`config.mk`:
```
export PLATFORM = sky130hd
export DESIGN_NAME = lfsr_delay_gen
export DESIGN_NICKNAME = d
export VERILOG_FILES = /design/src/rtl/lfsr_pkg.sv /design/src/rtl/lfsr_core.sv /design/src/rtl/lfsr_delay_gen.sv
export SDC_FILE = /design/constraint.sdc
export NUM_CORES = 1
export LEC_CHECK = 0
export ABC_AREA = 1
export BUFFER_PORTS_ARGS = -buffer_cell sky130_fd_sc_hd__buf_2
export CAP_MARGIN = 15
export CORE_UTILIZATION = 26
export CTS_BUF_LIST = sky130_fd_sc_hd__clkbuf_8
export CTS_CLUSTER_SIZE = 40
export DETAILED_ROUTE_END_ITERATION = 10
export HOLD_SLACK_MARGIN = 0.05
export MAX_ROUTING_LAYER = met4
export SYNTH_ARGS = -nofsm -noshare
export SYNTH_HDL_FRONTEND = slang
export SYNTH_SLANG_ARGS = --single-unit
export TNS_END_PERCENT = 20
```
`constraint.sdc`:
```
create_clock -name clk_i -period 1.6 [get_ports clk_i]
set_input_delay 0 -clock clk_i [delete_from_list [all_inputs] [get_ports clk_i]]
set_output_delay 0 -clock clk_i [all_outputs]
set_load 0.03 [all_outputs]
```
`src/rtl/lfsr_pkg.sv`:
```
// Shared types and constants for the LFSR-based blocks.
package lfsr_pkg;

  // Delay generator control states.
  typedef enum logic [1:0] {
    StIdle  = 2'd0,
    StDraw  = 2'd1,
    StCount = 2'd2
  } dly_state_e;

  // Maximal-length feedback masks for a left-shifting XNOR LFSR (bit i taps lfsr[i]).
  localparam logic [7:0]  Taps8  = 8'hB8;
  localparam logic [8:0]  Taps9  = 9'h110;
  localparam logic [9:0]  Taps10 = 10'h240;
  localparam logic [10:0] Taps11 = 11'h500;
  localparam logic [11:0] Taps12 = 12'h829;
  localparam logic [12:0] Taps13 = 13'h100D;
  localparam logic [13:0] Taps14 = 14'h2015;
  localparam logic [14:0] Taps15 = 15'h6000;
  localparam logic [15:0] Taps16 = 16'hD008;

  // All-ones value of the given width: the state an XNOR LFSR can never leave.
  function automatic logic [31:0] lockup_value(input int unsigned width);
    if (width >= 32) begin
      return 32'hFFFF_FFFF;
    end
    return (32'd1 << width) - 32'd1;
  endfunction

endpackage

```
`src/rtl/lfsr_core.sv`:
```
// Free-running XNOR LFSR with seed load and lockup-state guard.
module lfsr_core
  import lfsr_pkg::*;
#(
  parameter int unsigned      WIDTH = 12,
  parameter logic [WIDTH-1:0] TAPS  = WIDTH'(Taps12)
) (
  input  logic             clk_i,
  input  logic             rst_ni,
  input  logic             seed_load_i,
  input  logic [WIDTH-1:0] seed_in_i,
  output logic [WIDTH-1:0] q_o
);

  localparam logic [WIDTH-1:0] Lockup = WIDTH'(lockup_value(WIDTH));

  logic [WIDTH-1:0] lfsr_q, lfsr_d;
  logic             fb;

  // Next state: seed load wins over the shift; an all-ones seed is mapped to 0.
  always_comb begin
    fb     = ~^(lfsr_q & TAPS);
    lfsr_d = {lfsr_q[WIDTH-2:0], fb};
    if (seed_load_i) begin
      lfsr_d = (seed_in_i == Lockup) ? '0 : seed_in_i;
    end
  end

  // Shift register.
  always_ff @(posedge clk_i or negedge rst_ni) begin
    if (!rst_ni) begin
      lfsr_q <= '0;
    end else begin
      lfsr_q <= lfsr_d;
    end
  end

  assign q_o = lfsr_q;

endmodule

```
`src/rtl/lfsr_delay_gen.sv`:
```
// Pseudo-random delay timer: draws a delay from the LFSR by rejection sampling
// (with a fold fallback) and counts it down on an external tick.
module lfsr_delay_gen
  import lfsr_pkg::*;
#(
  parameter int unsigned      WIDTH     = 12,
  parameter logic [WIDTH-1:0] TAPS      = WIDTH'(Taps12),
  parameter int unsigned      MIN_DELAY = 4000,
  parameter int unsigned      RANGE     = 4000,
  parameter int unsigned      MAX_TRIES = 4,
  parameter int unsigned      DELAY_W   = 13
) (
  input  logic               clk_i,
  input  logic               rst_ni,
  input  logic               seed_load_i,
  input  logic [WIDTH-1:0]   seed_in_i,
  input  logic               start_i,
  input  logic               abort_i,
  input  logic               tick_i,
  output logic               busy_o,
  output logic [DELAY_W-1:0] delay_val_o,
  output logic               delay_valid_o,
  output logic [DELAY_W-1:0] remaining_o,
  output logic               expire_o
);

  localparam int unsigned        TriesW   = (MAX_TRIES > 1) ? $clog2(MAX_TRIES) : 1;
  localparam logic [TriesW-1:0]  LastTry  = TriesW'(MAX_TRIES - 1);
  // One extra bit so RANGE = 2^WIDTH is representable.
  localparam logic [WIDTH:0]     RangeCmp = (WIDTH + 1)'(RANGE);
  localparam logic [DELAY_W-1:0] MinD     = DELAY_W'(MIN_DELAY);
  localparam logic [DELAY_W-1:0] RangeD   = DELAY_W'(RANGE);

  // Parameter sanity: the fold needs v - RANGE < RANGE, and no delay may wrap.
  if ((64'd1 << (WIDTH - 1)) > 64'(RANGE) || 64'(RANGE) > (64'd1 << WIDTH)) begin : g_bad_range
    $error("lfsr_delay_gen: RANGE must lie in [2^(WIDTH-1), 2^WIDTH]");
  end
  if (64'(MIN_DELAY) + 64'(RANGE) - 64'd1 >= (64'd1 << DELAY_W)) begin : g_bad_width
    $error("lfsr_delay_gen: MIN_DELAY+RANGE-1 does not fit in DELAY_W bits");
  end
  if (MIN_DELAY < 1) begin : g_bad_min
    $error("lfsr_delay_gen: MIN_DELAY must be at least 1");
  end
  if (MAX_TRIES < 1) begin : g_bad_tries
    $error("lfsr_delay_gen: MAX_TRIES must be at least 1");
  end

  logic [WIDTH-1:0]   lfsr_q;
  dly_state_e         state_q, state_d;
  logic [TriesW-1:0]  tries_q, tries_d;
  logic [DELAY_W-1:0] remaining_q, remaining_d;
  logic [DELAY_W-1:0] delay_val_q, delay_val_d;
  logic               expire_q, expire_d;
  logic               in_range;
  logic               take;
  logic [DELAY_W-1:0] v_ext;
  logic [DELAY_W-1:0] drawn;

  lfsr_core #(
    .WIDTH (WIDTH),
    .TAPS  (TAPS)
  ) u_lfsr (
    .clk_i       (clk_i),
    .rst_ni      (rst_ni),
    .seed_load_i (seed_load_i),
    .seed_in_i   (seed_in_i),
    .q_o         (lfsr_q)
  );

  // Candidate delay from the current LFSR value: direct if in range, folded otherwise.
  always_comb begin
    v_ext    = DELAY_W'(lfsr_q);
    in_range = ({1'b0, lfsr_q} < RangeCmp);
    drawn    = in_range ? (MinD + v_ext) : (MinD + (v_ext - RangeD));
  end

  // Next-state: draw, countdown and abort handling.
  always_comb begin
    state_d     = state_q;
    tries_d     = tries_q;
    remaining_d = remaining_q;
    delay_val_d = delay_val_q;
    expire_d    = 1'b0;
    take        = 1'b0;
    unique case (state_q)
      StIdle: begin
        if (start_i && !abort_i) begin
          state_d = StDraw;
          tries_d = '0;
        end
      end
      StDraw: begin
        if (abort_i) begin
          state_d     = StIdle;
          remaining_d = '0;
        end else if (in_range || (tries_q == LastTry)) begin
          take        = 1'b1;
          delay_val_d = drawn;
          remaining_d = drawn;
          state_d     = StCount;
        end else begin
          tries_d = tries_q + TriesW'(1);
        end
      end
      StCount: begin
        if (abort_i) begin
          state_d     = StIdle;
          remaining_d = '0;
        end else if (tick_i) begin
          remaining_d = remaining_q - DELAY_W'(1);
          if (remaining_q == DELAY_W'(1)) begin
            expire_d = 1'b1;
            state_d  = StIdle;
          end
        end
      end
      default: begin
        state_d     = StIdle;
        remaining_d = '0;
      end
    endcase
  end

  // Control and datapath registers.
  always_ff @(posedge clk_i or negedge rst_ni) begin
    if (!rst_ni) begin
      state_q     <= StIdle;
      tries_q     <= '0;
      remaining_q <= '0;
      delay_val_q <= '0;
      expire_q    <= 1'b0;
    end else begin
      state_q     <= state_d;
      tries_q     <= tries_d;
      remaining_q <= remaining_d;
      delay_val_q <= delay_val_d;
      expire_q    <= expire_d;
    end
  end

  // delay_valid marks the accepting DRAW cycle; delay_val shows the new value in that cycle.
  assign busy_o        = (state_q != StIdle);
  assign delay_valid_o = take;
  assign delay_val_o   = take ? drawn : delay_val_q;
  assign remaining_o   = remaining_q;
  assign expire_o      = expire_q;

endmodule

```
Word-level counts from Yosys, hierarchy flattened
Index checks and enable logic that the tools add are counted.

Muxes and demuxes: 27. Reduce and logical (&&, ||, !) cells: 11. Eq/ne operators: 11. $lt $le $gt $ge: 1. $add $sub $neg: 5. Bitwise operators: 2.

Operators by type and width (number): 13-bit 2-to-1 mux (6); 13-bit one-hot mux with 3 select lines (1); 12-bit 2-to-1 mux (2); 2-bit 2-to-1 mux (9); 12-bit by 12-bit adder with 13-bit output, first input constant (1); 12-bit by 13-bit adder with 13-bit output, first input constant (1); 13-bit by 1-bit equality test with 1-bit output, second input constant (1); 12-bit by 12-bit subtractor with 13-bit output, second input constant (1); 13-bit by 1-bit subtractor with 13-bit output, second input constant (1); 12-bit equality test, second input constant (1); 12-bit < comparator, second input constant (1); 12-bit XNOR reduction (1); 3-bit inequality test, second input constant (3); 4-bit AND reduction (2); 1-bit 2-to-1 mux (7); 2-bit inequality test, second input constant (3); 2-bit one-hot mux with 3 select lines (1); 3-bit AND reduction (2); 2-bit equality test, second input constant (2); 2-bit one-hot mux with 2 select lines (1); 2-bit nonzero test (2); 2-bit by 1-bit adder with 2-bit output, second input constant (1); 2-bit by 1-bit equality test with 1-bit output, second input constant (1); 2-bit logical NOT (1); 4 further kinds (5).

Register bits after elaboration: 43.

Longest topological paths before layout
Gate-level depths: netlist of the first run.

Depth in word-level cells: 6. Depth in mapped cells: 10. Gate-level depth less buffers: 10.

Modules after synthesis
A second synthesis of the first run with hierarchy kept.

Cell total of the unflattened synthesis: 389. Area, all modules: 2640.0 um2.

By module, submodules not included: lfsr_delay_gen (cells an instance 285, instances 1, seq. area each 775.7 um2, area each 1974.4 um2); lfsr_core (cells an instance 104, instances 1, seq. area each 300.3 um2, area each 665.6 um2).

Worst setup path before layout of the first run
OpenSTA, ideal clock, no wires.

Path kind: reg-to-reg. Start: register state_q[1]. End: register delay_val_q[2]. Path slack: -0.429 ns. Data arrival time: 1.823 ns. Data required time: 1.393 ns. Cell stages (with the launch flop): 8. Buffers on the path: 1. Library setup time: 0.207 ns. Cell sequence: dfrtp_1 > inv_1 > ha_1 > inv_1 > nor2_4 > nand2_8 > buf_12 > o21ai_0.

Cells in the longest elaborated chain, start to end: 2.

RTL lines: start: declaration (RTL line lfsr_delay_gen.sv:49) `dly_state_e state_q, state_d;`; start signal: assignment (RTL line lfsr_delay_gen.sv:127) `state_q <= StIdle;`; start signal: assignment (RTL line lfsr_delay_gen.sv:133) `state_q <= state_d;`; 2-bit by 1-bit equality test with 1-bit output (RTL line lfsr_delay_gen.sv:85) `unique case (state_q)`; 3-bit AND reduction (no line); end signal: assignment (RTL line lfsr_delay_gen.sv:136) `delay_val_q <= delay_val_d;`; end: declaration (RTL line lfsr_delay_gen.sv:52) `logic [DELAY_W-1:0] delay_val_q, delay_val_d;`.

No other way between the ends. A chain may end at the register's enable or synchronous reset.

Worst setup path in the final report of the first run
Start: register u_lfsr.lfsr_q[5], in the netlist u_lfsr.q_o[5]. End: output delay_val_o[11].

Cells in the longest elaborated chain, start to end: 6. Elaborated cells on any way between the ends: 10. Classes of those cells: add/sub: 3; order compare: 1; mux: 5; reduce/logical: 1.

RTL lines: start: declaration (RTL line lfsr_core.sv:17) `logic [WIDTH-1:0] lfsr_q, lfsr_d;`; start signal: assignment (RTL line lfsr_core.sv:34) `lfsr_q <= lfsr_d;`; branches (longest 5 deep; another with 12-bit by 12-bit subtractor with 13-bit output); 13-bit 2-to-1 mux (*) (RTL line lfsr_delay_gen.sv:144) `assign delay_val_o = take ? drawn : delay_val_q;`; end: declaration (RTL line lfsr_delay_gen.sv:21) `output logic [DELAY_W-1:0] delay_val_o,`.

Mark *: on every way between the ends.

==> metrics.md, run 1 <==
| Metric | Value |
|---|---|
| Hold Path End | u_lfsr.q_o[11] |
| Final Skew | ~0.0067 ns |
| Hold depth | 3 |
| Area leader, netlist | dfrtp_1 |
| Vias in the first global route | 2553 |
| HPWL after DPL | 4815 um |
| Post-Synthesis Cell Area | 2552 um^2 |
| Final #Nets | roughly 460 |
| Clk buf depth | 2 |
| Power per cell area | 1844 nW/um^2 |
| Final GP Congestion | 0.8129 |
| Pins Over Slew Limit | 0 |
| Synth Flop Type | dfrtp_1 |
| Crit end category | primary output |
| H-tree depth | 2 |
| Inserted Diodes | 0 |
| First-pass GRT wire length | 11810 um |
| WL per Instance | 12.26 um |
| Required time of the critical path | ~1.6 ns |
| Root buf cell | clkbuf_8 |
| Number of I/O pins | 47 |
| Worst reg2reg setup slack | -0.09 ns |
| CTS sink count | 43 |
| Minimum clock period after layout | 1.724 ns |
| DRC viols | 0 |
| Cells after synthesis | 343 |
| CTS tree | done |
| Vias per inst | about 4.4 |
| Synth Net Count | 368 |
| Core area | 9371 um^2 |
| Die area | between 10000 and 15000 um^2 |
| Worst Setup Path Type | reg2out |
| Max-cap viol count | 0 |
| Ranking of synthesized cells by area | dfrtp_1 (42%), nand2_1 (21%), nand3_1 (5.7%), inv_1 (4.6%), ha_1 (3.4%) |
| Area occupied by multi-input gates | 1384 um^2 |
| Starting Density | 0.2724 |
| Final worst slack | -0.1235 ns |
| Lkg Pwr | 0.001917 uW |
| Peak Freq | 580.2 MHz |
| Initial antenna violation count | 0 |
| Total congestion overflow | 0 |
| Number of hold violations in the final report | 0 |
| Area growth, synth to finish | 41.13% |
| Failing checks | negative setup slack |
| CP max FO | 4 |
| Worst r2r path cells | 11 |
| Die height | 101.1 um |
| DR pass1 iterations | 4 |
| Startpoint types | flop |
| Asr flop ratio synth | 1.000 |
| Skew-Pair Late Insertion Delay | 0.30 ns |
| Status | finished with violations |
| Layout cells sized above 1 | 0.3174 |
| Largest net degree at the start of global routing | between 40 and 50 |
| Routed WL | 6950 um |
| DR iter-0 viols | 85 |
| Worst hold path class | in2reg |
| Fraction of the cycle the final worst path needs | 1.077 |
| Max-slew headroom | 0.6201 |
| GR Util All Layers | 0.1531 |
| Worst endpoint data arrival time | 1.72 ns |
| Fillers | slightly below 1000 |
| Final setup viols | 30 |
| Width of the chip | 101.1 um |
| Overall Power | 6642 uW |
| Routed Antenna Nets | 0 |
| Unrepaired setup endpoints after global routing | yes |
| Total number of vias | 2487 |
| Reg area | 1079 um^2 |
| Post-Syn Area per Cell | between 7 and 8 um^2 |
| Synth warn | 0 |
| IO buf count | 46 |
| Post-synth EDFFs | 0 |
| Reg-to-Reg End | remaining_o[11] |
| Least-Margin Pin Slew | 0.5699 ns |
| Synth Register Bits | 43 |
| Hold path startpoint | seed_load_i |
| Seq/Total Area, Yosys | 0.4216 |
| TritonCTS buffer count | 5 |
| Yosys cell types | 30 |
| Rows | 35 |
| Max IR drop VDD | 0.5191 mV |
| Crit Reg-Reg Startpoint | state_q[1] |
| Worst-path clk slew | 0.08 ns |
| Synth top area share | 0.4216 |
| Final core utilization | 0.3844 |
==> cell usage in the layout, fill, tap and decap left out, drive strengths merged <==
master	count
a21oi	2
buf	81
clkbuf	6
clkinv	1
dfrtp	43
dlygate4sd3	14
ha	7
inv	35
nand2	157
nand3	30
nand3b	1
nand4	7
nor2	23
nor3	3
o21ai	14
o22ai	4
or2	2
or3	1
xnor2	2
xor2	5
==> sequential cells by signal, summed over array words and instances (netlist names) <==
register     count
u_lfsr.q_o      12
tries_q          2
state_q          2
delay_val_q     13
expire_o         1
remaining_o     13
==> final cells by class <==
type	count	area share
multi-input cells	258	0.3842
clock inverters	1	0.001389
inverters	35	0.03856
clock buffers	6	0.02292
well taps	129	0.04481
repair buffers	95	0.2088
flip-flops and latches	43	0.2994
==> metal layers <==
layer,GRT usage,vias to the layer above,wire (um)
li1,-,1267,-
met4,0.05351,0,144
met3,0.03259,13,274
met5,-,-,0
met2,0.2585,43,3550
met1,0.1797,1164,2980
==> cells by family (layout without fill, tap and decap cells) <==
kind of cell,after synthesis,in the layout,synth area share
and+or+nand+nor,223,224,0.4010
xor gates and xnor gates,7,7,0.02402
DFF,43,43,0.4216
adders and majority gates,7,7,0.03431
AOI/OAI and AO/OA,20,20,0.04118
buffers and inverters,43,137,0.07794
==> metrics by stage <==
stage | hold WS [ns] | setup WS, ns | std cells | setup TNS, ns | area [um^2]
5_1_grt | 0.07770 | -0.2227 | 567 | -5.371 | 3602
6_report | 0.06308 | -0.1235 | 567 | -2.133 | 3602
3_5_place_dp | 0.1152 | -0.02430 | 521 | -0.04229 | 2974
4_1_cts | 0.05396 | -0.1310 | 559 | -2.531 | 3497
2_1_floorplan | -0.2956 | -0.1608 | 343 | -0.4332 | 2552
3_3_place_gp | 0.1154 | 0.06145 | 521 | 0 | 2974
==> cell usage after synthesis, types with 2 or more instances <==
| master | number |
|---|---|
| inv_1 | 31 |
| nand4_1 | 6 |
| nand2_2 | 6 |
| nand2_4 | 3 |
| nor2_1 | 17 |
| inv_2 | 3 |
| xor2_1 | 5 |
| nand3_1 | 29 |
| o22ai_1 | 4 |
| xnor2_1 | 2 |
| nor2_4 | 4 |
| nor3_1 | 3 |
| buf_6 | 2 |
| clkbuf_1 | 2 |
| a21oi_1 | 2 |
| nand2_1 | 146 |
| dfrtp_1 | 43 |
| o21ai_0 | 14 |
| ha_1 | 7 |
| buf_2 | 3 |
| nor2_2 | 2 |
==> critical path, stage by stage (launching register included) <==
cell and delay [ns]:
dfrtp_2 0.46, ha_4 0.18, nor2_2 0.14, nand3_1 0.13, xor2_2 0.19, nand2_1 0.09
nand2_2 0.09, buf_6 0.13
==> repair_timing <==
| item | 4_1_cts | 5_1_grt |
|---|---|---|
| pin swaps | 9 | 7 |
| hold endpoints to repair | 56 | 0 |
| gates cloned | 1 | 0 |
| hold buffers | 14 | 0 |
| resized for setup | 54 | 12 |
| buffers inserted | 16 | 8 |
| endpoints found under the setup margin | 29 | 31 |
==> power by group <==
part	switching, uW	leakage (uW)	internal, uW
Combinational	2550	0.00132	1660
Clock	362	0.0000470	339
Sequential	305	0.000550	1420
==> worst max path at each step <==
stage / start / endpoint / slack, ns
after global routing: u_lfsr.q_o[8] / delay_val_o[11] / -0.22
after CTS: state_q[1] / delay_val_o[1] / -0.13
final: u_lfsr.q_o[5] / delay_val_o[11] / -0.12
after detailed placement: state_q[1] / remaining_o[11] / -0.02
after global placement: u_lfsr.q_o[5] / delay_val_o[10] / 0.06
after floorplan: state_q[1] / delay_val_q[3] / -0.16
(Power assumes the default switching activity.)
==> inputs of run 2 (changes only) <==
--- a/config.mk
+++ b/config.mk
@@ -8,12 +8,15 @@
 export ABC_AREA = 1
 export BUFFER_PORTS_ARGS = -buffer_cell sky130_fd_sc_hd__buf_2
 export CAP_MARGIN = 15
+export CELL_PAD_IN_SITES_DETAIL_PLACEMENT = 0
+export CELL_PAD_IN_SITES_GLOBAL_PLACEMENT = 1
 export CORE_UTILIZATION = 26
 export CTS_BUF_LIST = sky130_fd_sc_hd__clkbuf_8
 export CTS_CLUSTER_SIZE = 40
 export DETAILED_ROUTE_END_ITERATION = 10
 export HOLD_SLACK_MARGIN = 0.05
 export MAX_ROUTING_LAYER = met4
+export PLACE_DENSITY_LB_ADDON = 0.1
 export SYNTH_ARGS = -nofsm -noshare
 export SYNTH_HDL_FRONTEND = slang
 export SYNTH_SLANG_ARGS = --single-unit
==> run 2 against run 1 <==
Register-to-register slack improved by 0.11 ns. Combinational power increased by 4%. Largest cell class unchanged. Sequential cell count stayed put. Core utilization rose by 2.2 points. Via count fell by 1.9%. Setup slack improved by 0.052 ns. The flow still finishes with violations (negative setup slack). Non-clock buffer count is 10 higher.
==> metrics.md, run 2 (synthesis results as in run 1) <==
| Metric | Value |
|---|---|
| Inserted Diodes | 0 (unchanged) |
| Final #Nets | 473 (+2.2%) |
| Clk buf depth | 2 (unchanged) |
| CTS tree | done |
| Max-slew headroom | 0.7763 (+0.1562) |
| DR iter-0 viols | 92 (+8.2%) |
| Non-Filler Instances | 578 (+1.9%) |
| Starting Density | 0.2724 (unchanged) |
| HPWL after DPL | 5101 um (+5.9%) |
| Final Skew | 0.005833 ns (-0.0008772 ns) |
| Worst endpoint data arrival time | 1.67 ns (-0.05 ns) |
| Rows | 35 (unchanged) |
| GR Util All Layers | 0.1523 (-0.0007835) |
| Die area | 10220 um^2 (unchanged) |
| Final GP Congestion | 0.8419 (+3.6%) |
| TNS Setup | -0.5724 ns (+1.560 ns) |
| Routed Antenna Nets | 0 (unchanged) |
| CP max FO | 7 (+3) |
| Total number of vias | 2439 (-1.9%) |
| Number of I/O pins | 47 (unchanged) |
| Power per cell area | 1801 nW/um^2 (-2.3%) |
| Total congestion overflow | 0 (unchanged) |
| DR pass1 iterations | 4 (unchanged) |
| Required time of the critical path | 1.60 ns (about the same) |
| Worst hold path class | in2reg |
| Core area | 9371 um^2 (unchanged) |
| Lkg Pwr | 0.002001 uW (+4.3%) |
| Worst Setup Path Type | reg2out |
| Pre-CTS setup slack | 0.02997 ns (+0.05426 ns) |
| Startpoint types | flop |
| Peak Freq | 598.1 MHz (+3.1%) |
| Worst path depth | 10 (+3) |
| Layout cells sized above 1 | 0.3764 (+0.05904) |
| Commonest non-fill, non-tap cell in the layout | nand2_1 |
| CP Cell Sequence | nor2_4 > nor2_4 > nand2_4 > inv_4 > nand2_8 > nand2_8 > buf_8 > nand2_2 > nand2_2 > buf_6 |
| DRC viols | 0 (unchanged) |
| Crit Reg-Reg Startpoint | u_lfsr.q_o[5] |
| Die height | 101.1 um (unchanged) |
| Fraction of the cycle the final worst path needs | 1.045 (-0.03222) |
| Pins Over Slew Limit | 0 (unchanged) |
| Initial antenna violation count | 0 (unchanged) |
| IO buf count | 46 (unchanged) |
| Largest net degree at the start of global routing | 44 (unchanged) |
| Most frequent cells in the layout | nand2_1 (124), dfrtp_1 (41), buf_4 (39) |
| Delay-heaviest family, CP | simple AND/OR/NAND/NOR gates |
| Worst r2r path cells | 11 (unchanged) |
| CTS sink count | 43 (unchanged) |
| Worst reg2reg setup slack | 0.02 ns (+0.11 ns) |
| H-tree depth | 2 (unchanged) |
| Final worst slack | -0.07199 ns (+0.05155 ns) |
| Vias per inst | 4.220 (-3.8%) |
| Root buf cell | clkbuf_8 |
| Cells after DPL | 530 (+1.7%) |
| WL per Instance | 12.48 um (+1.8%) |
| Reg-to-Reg End | delay_val_q[10] |
| Skew-Pair Late Insertion Delay | 0.29 ns (about the same) |
| Status | finished with violations |
| Routed WL | 7214 um (+3.8%) |
| Unrepaired setup endpoints after global routing | yes |
| Max IR drop VDD | 0.8209 mV (+58%) |
| First-pass GRT wire length | 11680 um (-1.1%) |
| Failing checks | negative setup slack |
| Max-cap viol count | 0 (unchanged) |
| Setup crit start | u_lfsr.q_o[5] |
| Least-Margin Pin Slew | 0.3356 ns (-0.2343 ns) |
| Bufs and invs on worst path | 3 (+2) |
| TritonCTS buffer count | 5 (unchanged) |
| Area growth, synth to finish | 49.12% |
| Width of the chip | 101.1 um (unchanged) |
| Minimum clock period after layout | 1.672 ns (-0.05155 ns) |
| Crit end category | primary output |
| Worst path max stage delay | 0.46 ns (about the same) |
| Final core utilization | 0.4061 (+0.02176) |
| Critical Path End | delay_val_o[11] |
| Vias in the first global route | 2425 (-5.0%) |
| Worst-path clk slew | 0.09 ns (about the same) |
| Number of hold violations in the final report | 0 (unchanged) |
| Slowest CP cell | dfrtp_2 |
| Final setup viols | 11 (-63%) |
==> run 2: per-layer routing <==
layer	share of wire	wire, um	global-route usage
met4	0.0050	36	0.03010
met5	0	0	-
met3	0.022	157	0.02150
met2	0.48	3496	0.2507
met1	0.49	3523	0.1998
==> run 2: per-stage QoR <==
| stage | power [uW] | instance area (um^2) | hold WS, ns |
|---|---|---|---|
| 2_1_floorplan | 4242 | 2552 | -0.2956 |
| 3_3_place_gp | 5249 | 3042 | 0.006626 |
| 3_5_place_dp | 5248 | 3042 | 0.005880 |
| 4_1_cts | 6546 | 3531 | 0.05872 |
| 5_1_grt | 7480 | 3806 | 0.07233 |
| 6_report | 6856 | 3806 | 0.06201 |
==> run 2: final cells by class <==
type / count / area [um^2]
tap: 129 / 161.4
sequential: 43 / 1079
inverter: 35 / 143.9
clock buffer: 7 / 96.34
timing repair buffer: 105 / 839.6
fill: 1024 / 5565
multi-input combinational: 258 / 1479
clock inverter: 1 / 7.507
==> run 2: how the worst min path moves through the flow <==
stage               slack [ns]  depth (start not counted)        endpoint         from
floorplan                -0.30                          0  delay_val_q[0]       rst_ni
global placement         0.007                          2  delay_val_q[4]       rst_ni
detailed placement       0.006                          2  delay_val_q[4]       rst_ni
CTS                       0.06                          3   u_lfsr.q_o[8]  seed_load_i
global route              0.07                          3   u_lfsr.q_o[8]  seed_load_i
finish                    0.06                          3   u_lfsr.q_o[8]  seed_load_i
==> run 2: worst register-to-register path: stages (launching register included) <==
cell	delay [ns]
dfrtp_2	0.46
nor2_4	0.14
nor2_4	0.05
nand2_4	0.09
inv_4	0.06
nand2_8	0.08
nand2_8	0.10
buf_8	0.16
nand2_2	0.06
nand2_2	0.05
buf_4	0.12
buf_4	0.12
==> run 2: repair_timing <==
| action | 4_1_cts | 5_1_grt |
|---|---|---|
| pin swaps | 11 | 18 |
| gates cloned | 1 | 0 |
| buffers inserted | 12 | 13 |
| endpoints found under the hold margin | 56 | 0 |
| resized for setup | 49 | 46 |
| hold buffers | 14 | 0 |
| endpoints found under the setup margin | 14 | 32 |
==> run 2: power breakdown <==
group          leakage [uW]  internal [uW]  total [uW]  switching (uW)
clock             0.0000505            394         787             393
combinational       0.00140           1730        4380            2650
sequential         0.000550           1420        1690             264
total               0.00200           3540        6860            3310
==> inputs of run 3 (changes only) <==
--- a/config.mk
+++ b/config.mk
@@ -5,7 +5,6 @@
 export SDC_FILE = /design/constraint.sdc
 export NUM_CORES = 1
 export LEC_CHECK = 0
-export ABC_AREA = 1
 export BUFFER_PORTS_ARGS = -buffer_cell sky130_fd_sc_hd__buf_2
 export CAP_MARGIN = 15
 export CELL_PAD_IN_SITES_DETAIL_PLACEMENT = 0
==> constraint.sdc (replaced) <==
create_clock -name clk_i -period 1.5 [get_ports clk_i]
set_input_delay 0 -clock clk_i [delete_from_list [all_inputs] [get_ports clk_i]]
set_output_delay 0 -clock clk_i [all_outputs]
set_load 0.03 [all_outputs]
==> run 3 against run 2 <==
The run still ends with negative setup slack left. Sequential cell count unchanged. Register-to-register slack got worse by 0.39 ns. Die area decreased by 8.9%. Final cell count decreased by 12%. Worst hold slack improved by 0.16 ns. Sequential power increased by 5%. Critical path type unchanged. Critical endpoint is now delay_val_o[0]. Largest cell class unchanged. Largest power group unchanged.
==> metrics.md, run 3 <==
| Metric | Value |
|---|---|
| Status | finished with violations |
| Failing checks | negative setup slack |
| Number of I/O pins | 47 (unchanged) |
| Vias in the first global route | 2397 (-1.2%) |
| Worst r2r path cells | 5 (-6) |
| Post-Syn Area per Cell | 8.996 um^2 (+21%) |
| Clk pwr share | 0.087 (-0.028) |
| Required time of the critical path | 1.50 ns (-0.10 ns) |
| Inserted Diodes | 0 (unchanged) |
| Final #Nets | 422 (-11%) |
| CTS sink count | 43 (unchanged) |
| Overall Power | 8258 uW (+20%) |
| First-pass GRT wire length | 11870 um (+1.7%) |
| Synth Net Count | 283 (-23%) |
| Seq pwr share | 0.214 (-0.032) |
| Skew-Pair Late Insertion Delay | 0.30 ns (about the same) |
| Peak Freq | roughly 520 MHz |
| Pre-CTS setup slack | -0.3801 ns (-0.4101 ns) |
| Area leader, netlist | dfrtp_1 |
| Seq/Total Area, Yosys | 0.4636 (+0.04204) |
| Max-cap viol count | 0 (unchanged) |
| Worst path max stage delay | 0.41 ns (-0.05 ns) |
| Synth Flop Type | dfrtp_1 |
| Least-Margin Pin Slew | 0.5775 ns (+0.2419 ns) |
| Post-synth EDFFs | 0 (unchanged) |
| Bufs and invs on worst path | 6 (+3) |
| GR Util All Layers | 0.1759 (+0.02354) |
| Routed WL | 7539 um (+4.5%) |
| Max IR drop VDD | 1.058 mV (+29%) |
| HPWL after DPL | 5688 um (+12%) |
| Asr flop ratio synth | 1.000 (unchanged) |
| Cells after DPL | 471 (-11%) |
| Final Skew | 0.005859 ns (+0.00002629 ns) |
| CP max FO | 11 (+4) |
| Most common cell on crit path | buf_6 |
| Unrepaired setup endpoints after global routing | yes |
| Fillers | 861 (-16%) |
| CTS tree | done |
| Synth Register Bits | 43 (unchanged) |
| Reg-to-Reg End | state_q[1] |
| Most frequent cells in the layout | buf_4 (64), dfrtp_1 (35), buf_2 (31) |
| Synth top area share | 0.4636 (+0.04204) |
| Rows | 34 (-2.9%) |
| CP Cell Sequence | inv_2 > ha_4 > nor2b_4 > buf_6 > o31ai_4 > buf_6 > buf_12 > buf_6 > o21ai_4 > buf_6 |
| Final worst slack | -0.4290 ns (-0.3570 ns) |
| Area growth, synth to finish | 76.98% |
| Post-synthesis xor/xnor area fraction | 0.03396 (+0.009943) |
| Compound-gate portion of the synthesized area | 0.1919 (+0.1507) |
| Delay-heaviest family, CP | buffers and inverters |
| Mux cell area share after synthesis | 0.008625 (+0.008625) |
| Core area | 8678 um^2 (-7.4%) |
| WL per Instance | 14.90 um (+19%) |
| H-tree depth | 2 (unchanged) |
| Lkg Pwr | 0.001880 uW (-6.0%) |
| Post-synth top cells | dfrtp_1 (43), o21ai_0 (43), nand2_1 (30) |
| Power Internal | 4589 uW (+30%) |
| Crit Reg-Reg Startpoint | remaining_o[7] |
| Worst reg2reg setup slack | -0.37 ns (-0.39 ns) |
| Adder-cell share of the synthesized area | 0.03774 (+0.003422) |
| Clk buf depth | 2 (unchanged) |
| Final GP Congestion | 0.7592 (-9.8%) |
| DR pass1 iterations | 6 (+2) |
| Routed Antenna Nets | 0 (unchanged) |
| Worst hold path class | in2async |
| Crit end category | primary output |
| Worst Setup Path Type | reg2out |
| Starting Density | 0.2674 (-0.004918) |
| Vias per inst | 4.664 (+11%) |
| Yosys cell types | 49 (+63%) |
| Number of hold violations in the final report | 0 (unchanged) |
| Sw frac | 0.4444 (-0.03880) |
| Commonest non-fill, non-tap cell in the layout | buf_4 |
| Final core utilization | 0.4733 (+0.06719) |
| Die height | 96.48 um (-4.6%) |
| Max-slew headroom | 0.6150 (-0.1612) |
| TritonCTS buffer count | 5 (unchanged) |
| Total congestion overflow | 0 (unchanged) |
| Worst-path clk slew | 0.08 ns (about the same) |
| Fraction of the cycle the final worst path needs | 1.286 |
| Minimum clock period after layout | 1.929 ns |
| Largest family of logic cells by synthesized area | simple AND/OR/NAND/NOR gates |
| Startpoint types | flop |
| Layout cells sized above 1 | 0.5327 (+0.1563) |
| Width of the chip | 96.48 um (-4.6%) |
| Total number of vias | 2360 (-3.2%) |
| Pins Over Slew Limit | 0 (unchanged) |
| Simple-gate area share of the yosys netlist | 0.2054 (-0.1956) |
| Worst endpoint data arrival time | 1.93 ns (+0.26 ns) |
| Cells after synthesis | 258 (-25%) |
| Die area | 9308 um^2 (-8.9%) |
| Logic pwr share | 0.699 (+0.060) |
| Post-Synthesis Cell Area | 2321 um^2 (-9.1%) |
| Slowest CP cell | dfrtp_1 |
| DRC viols | 0 (unchanged) |
| Power per cell area | 2010 nW/um^2 (+12%) |
| P_sw | 3670 uW (+11%) |
| Root buf cell | clkbuf_8 |
| Initial antenna violation count | 0 (unchanged) |
| Synth warn | 0 (unchanged) |
| Largest net degree at the start of global routing | 24 (-45%) |
| Final setup viols | 38 (+27) |
| IO buf count | 46 (unchanged) |
| Non-Filler Instances | 506 (-12%) |
| Ranking of synthesized cells by area | dfrtp_1 (46%), o21ai_0 (9.3%), nand2_1 (4.9%), ha_1 (3.8%), inv_1 (3.6%) |
| DR iter-0 viols | 70 (-24%) |
-- run 3: cell count changes after synthesis, moves of 4 or more --
cell      change
o21ai_0      +29
nand2_2       -6
xnor2_1       +5
nor3_1        +5
nand2_1     -116
clkbuf_1      +4
o21ai_1       +4
inv_1         -9
a21oi_1       +8
nand3_1      -24
nor2_4        -4
-- run 3: cell families after synthesis --
family / after synthesis
xor gates and xnor gates: 9
DFF: 43
AOI/OAI and AO/OA: 77
and+or+nand+nor: 87
muxes: 2
adders and majority gates: 7
buffers and inverters: 33
-- run 3: through the flow --
stage	setup TNS (ns)	hold WS (ns)	area [um^2]
global placement	-9.629	0.03036	3326
global route	-12.71	0.2919	4108
CTS	-9.715	0.2467	3964
floorplan	-8.245	-0.2956	2466
detailed placement	-10.48	0.03652	3326
finish	-9.364	0.2267	4108
-- run 3: power groups by stage --
stage                     Clock [uW]  Combinational (uW)  Sequential, uW
final                            717                5770            1770
after global routing             800                6200            1810
after CTS                        753                5470            1750
after detailed placement           0                4700            1750
after global placement             0                4700            1740
after floorplan                    0                2520            2010
-- run 3: worst reg2reg max path, stage by stage, from the launching register on --
cell     delay [ns]
dfrtp_2        0.41
or4_4          0.58
nor3_4         0.26
nor2_2         0.08
nor4b_4        0.26
mux2i_1        0.21
-- run 3: layout make-up --
class                   instances  area, um^2  area share
multi-input cells             182        1529      0.3722
repair buffers                143        1191      0.2900
flip-flops and latches         43        1086      0.2644
well taps                     108       135.1     0.03290
inverters                      22       85.08     0.02071
clock buffers                   5       68.82     0.01675
clock inverters                 3       12.51    0.003046
-- run 3: how the worst max path moves through the flow --
stage                        start         endpoint  slack, ns  depth (start not counted)
floorplan           remaining_o[9]       state_q[1]      -0.38                          5
global placement    remaining_o[9]       state_q[1]      -0.33                          5
detailed placement  remaining_o[9]       state_q[1]      -0.38                          5
CTS                     state_q[1]   delay_val_o[0]      -0.41                         10
global route         u_lfsr.q_o[6]  delay_val_o[11]      -0.52                          8
finish                  state_q[1]   delay_val_o[0]      -0.43                         10
-- run 3: per-layer routing --
| metal | wire (um) | global-route usage |
|---|---|---|
| met4 | 99 | 0.05025 |
| met2 | 3627 | 0.2823 |
| met1 | 3622 | 0.2303 |
| met5 | 0 | - |
| met3 | 188 | 0.02660 |
-- run 3: repair_timing --
action	in CTS	in global routing
pin swaps	16	12
endpoints found under the hold margin	35	0
endpoints found under the setup margin	44	46
gates resized for setup	83	45
hold buffers	15	0
setup buffers	12	0
cloned	0	1
